[src/rtl/serial_comparator_d_i.sv]
// Bit-serial LSB-first A > B comparator; one operand bit pair per RUN cycle.
// Optional A == B output enabled by defining COMP_EQ_EN.
module serial_comparator_d_i #(
    parameter int N = 3
) (
    input  logic         clk,
    input  logic         reset,
    input  logic         start,
    input  logic [N-1:0] a,
    input  logic [N-1:0] b,
    output logic         busy,
    output logic         done,
`ifdef COMP_EQ_EN
    output logic         eq,
`endif
    output logic         z
);

    localparam int CW = (N > 1) ? $clog2(N) : 1;
    localparam logic [CW-1:0] LAST = CW'(N - 1);

    typedef enum logic [1:0] {
        IDLE = 2'd0,
        RUN  = 2'd1,
        DONE = 2'd2
    } state_t;

    state_t        state_q, state_d;
    logic [N-1:0]  sa_q, sa_d;
    logic [N-1:0]  sb_q, sb_d;
    logic [CW-1:0] cnt_q, cnt_d;
    logic          y_q, y_d;
    logic          z_q, z_d;
`ifdef COMP_EQ_EN
    logic          e_q, e_d;
    logic          eq_q, eq_d;
`endif

    logic ai, bi, y_nxt;

    assign ai    = sa_q[0];
    assign bi    = sb_q[0];
    // y = 1 means A <= B over the bits consumed so far
    assign y_nxt = (y_q & ~ai) | (y_q & bi) | (~ai & bi);

    always_ff @(posedge clk or posedge reset) begin
        if (reset) begin
            state_q <= IDLE;
            sa_q    <= '0;
            sb_q    <= '0;
            cnt_q   <= '0;
            y_q     <= 1'b0;
            z_q     <= 1'b0;
`ifdef COMP_EQ_EN
            e_q     <= 1'b0;
            eq_q    <= 1'b0;
`endif
        end else begin
            state_q <= state_d;
            sa_q    <= sa_d;
            sb_q    <= sb_d;
            cnt_q   <= cnt_d;
            y_q     <= y_d;
            z_q     <= z_d;
`ifdef COMP_EQ_EN
            e_q     <= e_d;
            eq_q    <= eq_d;
`endif
        end
    end

    always_comb begin
        state_d = state_q;
        sa_d    = sa_q;
        sb_d    = sb_q;
        cnt_d   = cnt_q;
        y_d     = y_q;
        z_d     = z_q;
`ifdef COMP_EQ_EN
        e_d     = e_q;
        eq_d    = eq_q;
`endif
        unique case (state_q)
            IDLE, DONE: begin
                if (start) begin
                    sa_d    = a;
                    sb_d    = b;
                    y_d     = 1'b1;
                    cnt_d   = '0;
`ifdef COMP_EQ_EN
                    e_d     = 1'b1;
`endif
                    state_d = RUN;
                end else begin
                    state_d = IDLE;
                end
            end
            RUN: begin
                if (cnt_q == LAST) begin
                    // MSB cell resolves the final strict comparison
                    z_d     = (ai & ~bi) | (~y_q & ~bi) | (~y_q & ai);
`ifdef COMP_EQ_EN
                    eq_d    = e_q & (ai ~^ bi);
`endif
                    state_d = DONE;
                end else begin
                    y_d   = y_nxt;
                    sa_d  = sa_q >> 1;
                    sb_d  = sb_q >> 1;
                    cnt_d = cnt_q + 1'b1;
`ifdef COMP_EQ_EN
                    e_d   = e_q & (ai ~^ bi);
`endif
                end
            end
            default: state_d = IDLE;
        endcase
    end

    assign busy = (state_q == RUN);
    assign done = (state_q == DONE);
    assign z    = z_q;
`ifdef COMP_EQ_EN
    assign eq   = eq_q;
`endif

endmodule

[config.mk]
export PLATFORM = sky130hd
export DESIGN_NAME = serial_comparator_d_i
export DESIGN_NICKNAME = d
export VERILOG_FILES = /design/src/rtl/serial_comparator_d_i.sv
export SDC_FILE = /design/constraint.sdc
export NUM_CORES = 1
export LEC_CHECK = 0
export CORE_MARGIN = 2
export CORE_UTILIZATION = 30
export CTS_CLUSTER_DIAMETER = 30
export DETAILED_ROUTE_END_ITERATION = 6
export PLACE_DENSITY = 0.49
export SLEW_MARGIN = 20
export SYNTH_ARGS = -nofsm -noshare
export SYNTH_HDL_FRONTEND = slang
export SYNTH_SLANG_ARGS = --single-unit
export TNS_END_PERCENT = 30
[constraint.sdc]
create_clock -name clk -period 2.3 [get_ports clk]
set_input_delay 0.46 -clock clk [delete_from_list [all_inputs] [get_ports clk]]
set_output_delay 0.46 -clock clk [all_outputs]
set_load 0.02 [all_outputs]
Yosys cells after proc, flatten, opt, wreduce, memory -nomap -nowiden
Cells that the tools add are included.
{"block": "op_classes", "add_sub_neg": 1, "eq_ne": 6, "n_mux": 15, "n_bitwise": 13, "n_reduce_logical": 5}
{"op": "$mux W3", "count": 4}
{"op": "$pmux W3 S2", "count": 2}
{"op": "$pmux W2 S2", "count": 2}
{"op": "$and A1 B1 Y1", "count": 6}
{"op": "$mux W2", "count": 3}
{"op": "$eq A2 B2 Y1 const B", "count": 2}
{"op": "$ne A2 B2 Y1 const B", "count": 2}
{"op": "$or A1 B1 Y1", "count": 4}
{"op": "$mux W1", "count": 3}
{"op": "$not A1 Y1", "count": 3}
{"op": "$reduce_and A3 Y1", "count": 1}
{"op": "$add A2 B1 Y2 const B", "count": 1}
{"op": "$eq A2 B1 Y1 const B", "count": 1}
{"op": "$logic_not A2 Y1", "count": 1}
{"op": "$ne A2 B1 Y1 const B", "count": 1}
{"op": "$pmux W1 S2", "count": 1}
{"op": "$reduce_and A2 Y1", "count": 1}
{"op": "$reduce_bool A2 Y1", "count": 1}
{"op": "$reduce_or A2 Y1", "count": 1}
{"block": "word_totals", "ff_bits": 12, "inputBits": 9, "wordCells": 46}

Depth between registers and ports, before layout
{"block": "logic_depth", "depth_word": 6, "depth_mapped": 6, "mapped_depth_nobuf": 6}

Worst setup path before layout
Ideal clock, no wire load.
{"block": "synth_path", "kind": "register to register", "startpoint": "register state_q[1]", "endpoint": "register sb_q[0]", "setup_time_ps": 125, "arrival_time_ps": 1208, "slack_ps": 967, "stages_incl_launch_ff": 5, "n_path_buf": 0, "cell_sequence": "dfrtp_1 > nand2b_4 > inv_4 > mux2_2 > mux2_4"}
{"element": "start, declared", "line_no": "28", "source": "state_t state_q, state_d;"}
{"element": "start signal, assigned", "line_no": "59", "source": "state_q <= state_d;"}
{"element": "$eq A2 B1 Y1 (*)"}
{"element": "named net busy", "line_no": "11", "source": "output logic busy,"}
{"element": "$ne A2 B2 Y1 (no line) or $reduce_bool A2 Y1 (tied branches)"}
{"element": "$reduce_and A3 Y1 (no line)"}
{"element": "end signal, assigned", "line_no": "50", "source": "sb_q <= '0;"}
{"element": "end signal, assigned", "line_no": "61", "source": "sb_q <= sb_d;"}
{"element": "end, declared", "line_no": "30", "source": "logic [N-1:0] sb_q, sb_d;"}
Mark *: on every way through the listed nets, which the timed path passes. The rest lies on a longest branch.
A chain may end at the register's enable or synchronous reset.

Worst setup path in the final report
{"block": "layout_path", "startpoint": "register state_q[1]", "endpoint": "output busy"}
{"block": "layout_via", "elab_chain_len": 1}
{"element": "$eq A2 B1 Y1", "line_no": "120", "source": "assign busy = (state_q == RUN);"}
{"element": "end, declared", "line_no": "11"}
Every way passes these cells.

==> results.yml <==
setup_path:
  cp_slowest_cell: "clkdlybuf4s50_1"
  cp.required_ns: 1.84
  worst-path-buf-inv: 2
  cp-start-kind: "flop"
  crit_family: "buffers and inverters"
  cp.arrival_ns: 1.53
  worstSetupPathType: "reg -> out"
  critPathMaxFanout: 5
  crit_chain: "nand2b_4, inv_4, clkdlybuf4s50_1"
  cpPeakStageDelay_ns: 0.61
  cp-end-kind: "output pin"
placement:
  place_hpwl_um: 725.9
  gp_congestion: 0.6445
  port_buffers: 11
  numPlacedInstances: 80
logic_synthesis:
  synth_top_area_share_pct: 52.17
  async_flop_share_pct: 100.0
  yosysWarnings: 0
  syn-cell-area_um2: 575.6
  synth_most_common_cell: "dfrtp_1"
  synth.largest_area_cell: "dfrtp_1"
  synthTopCellsByCount: "dfrtp_1 (12), mux2_4 (5), inv_1 (4)"
  synth_seq_cells: 12
  synth_cell_type_count: 18
  synth_nets: 54
  synth.avg_cell_area_um2: 13.08
  synth_edf_count: 0
  synth-main-ff-cell: "dfrtp_1"
  synth_area_leaders: "dfrtp_1 (52%), mux2_4 (13%), mux2_1 (3.9%), mux2_2 (3.9%), a22o_1 (3.0%)"
  netlist_instances: 44
  synth.yosys.seq_area_share_pct: 52.17
clock_network:
  clockRootBuffer: "clkbuf_4"
  cts-resized-gates: 0
  clock-sinks: 12
  path_clk_slew_ns: 0.07
  clock_latency_ns: 0.27
  cts_tree: "done"
  cts_made_buffers: 3
  clock_path_buffers: 2
  htreeDepth: 1
  cts-hold-fix-buffers: 0
  cts_setup_buffers: 0
timing:
  maxSlewViolCount: 0
  timing.fmax_ghz: 0.5028
  min_period_ns: 1.989
  finalSetupTns_ns: 0
  finalCritPeriodShare_pct: 86.47
  hold_viol_final: 0
  setup_violations: 0
  slew_headroom_pct: 69.92
  rsz0062_at_grt: "false"
  tightest_slew_ns: 0.4507
  clock-skew-final_ns: 0.001481
floorplanning:
  io_pins: 12
  rows: 15
  core_mm2: 0.001764
  die_w_um: 47.80
  start_util_pct: 32.62
  die-area_mm2: 0.002285
  die_h_um: 47.80
global_route:
  grtUsageTotal_pct: 11.12
  grt_pass1_vias: 359
  grt_max_degree: 13
  grt_first_pass_wirelength_um: 1621
  overflow: 0
  antenna_found_initial: 0
power:
  p_int_mw: 0.6999
  p_leak_nw: 0.3540
  ir_worst_vdd_uv: 585.9
  total_power_mw: 1.063
  swShare_pct: 34.15
  p_seq_share_pct: 35.1
  pwr-share-clk_pct: 15.7
  p_comb_share_pct: 49.2
  power_switching_mw: 0.3630
  power.density_mw_per_mm2: 1411
detailed_routing:
  drt_wl_total_um: 939
  drt_iter0_markers: 0
  ant_nets: 0
  remaining_drc_errors: 0
  first_pass_iters: 1
  wl_per_cell_um: 11.18
  vias_per_cell: 4.262
  dr_total_vias: 358
final_layout:
  nets: 70
  final_cells: 84
  layout-area-overhead-vs-synth_pct: 30.87
  drive_gt1_share_pct: 25.42
  diodes: 0
worst_hold_path:
  hp-class: "reg -> reg"
job:
  maxCapViolations: 0
status:
  outcome: "complete, no violations"
==> cells by family after synthesis <==
logic type	Yosys count	share of synthesized area, %
flip-flops	12	52.17
multiplexers	10	22.61
AND/OR/NAND/NOR	9	9.130
AO/OA/AOI/OAI	6	9.130
buffers and inverters	6	4.781
adder cells (fa/ha/maj)	1	2.174
==> power groups by stage <==
stage | Clock, mW | Sequential (mW) | Combinational, mW
after floorplan | 0 | 0.368 | 0.416
after global placement | 0 | 0.377 | 0.532
after detailed placement | 0 | 0.378 | 0.530
after CTS | 0.180 | 0.375 | 0.533
after global routing | 0.188 | 0.385 | 0.579
final | 0.167 | 0.373 | 0.523
==> per-layer routing <==
layer  up-vias  global-route usage, %  wire length, um
met4         0                  4.865               11
met5         -                      0                0
met2        11                  16.27              424
met1       163                  13.72              449
met3         2                  5.660               54
li1        182                      -                -
==> flip-flops by register name, indices dropped and copies added, names as in the netlist <==
name	flops
cnt_q	2
state_q	2
sb_q	3
z	1
y_q	1
sa_q	3
==> cells in the final DEF, fill, tap and decap left out <==
master / instances
nor2b_1: 2
dfrtp_1: 12
nor2_1: 2
inv_1: 4
a21oi_1: 1
inv_4: 2
nand2b_4: 1
mux2i_1: 1
a21oi_4: 1
mux2_2: 2
o22a_1: 1
mux2_4: 5
clkbuf_8: 1
a22o_1: 2
mux2_1: 2
clkbuf_4: 3
clkdlybuf4s50_1: 11
nand2_1: 3
nand3b_1: 1
o21ai_1: 1
ha_1: 1
==> worst reg2reg max path, delay by kind of cell, from the launching register on <==
kind            cells  cell delay [ns]
flops               1             0.44
simple gates        1             0.31
mux                 1             0.31
buf+inv             1             0.13
compound gates      1             0.07
==> worst paths after layout <==
path                                        start  cells after the start  slack [ns]                   to
max                        state_q[1]$_DFFE_PP0P_                      3        0.31                 busy
min                                 z$_DFFE_PP0P_                      2        0.48        z$_DFFE_PP0P_
max reg2reg                state_q[0]$_DFFE_PP0P_                      4        0.92  sa_q[0]$_DFFE_PP0P_
min reg2reg                         z$_DFFE_PP0P_                      2        0.48        z$_DFFE_PP0P_
max in group asynchronous                   reset                      2        1.51  sa_q[1]$_DFFE_PP0P_
min in group asynchronous                   reset                      2        0.49  sb_q[0]$_DFFE_PP0P_
==> area by class of cell <==
class / instances / area [um^2]
Fill cell: 198 / 1011
Sequential cell: 12 / 300.3
Multi-Input combinational cell: 26 / 247.7
Timing Repair Buffer: 11 / 110.1
Clock buffer: 4 / 36.28
Tap cell: 25 / 31.28
Inverter: 6 / 27.53
==> through the flow <==
stage	hold slack [ns]	instance area, um^2	utilization (%)	setup slack [ns]
floorplan	0.3247	575.6	-	0.9673
global placement	0.4617	716.9	40.64	0.4584
detailed placement	0.4746	716.9	40.64	0.4305
CTS	0.4902	753.2	42.70	0.2793
global route	0.5095	753.2	42.70	0.2259
finish	0.4830	753.2	42.70	0.3111
Power figures use the tool's default switching activity.
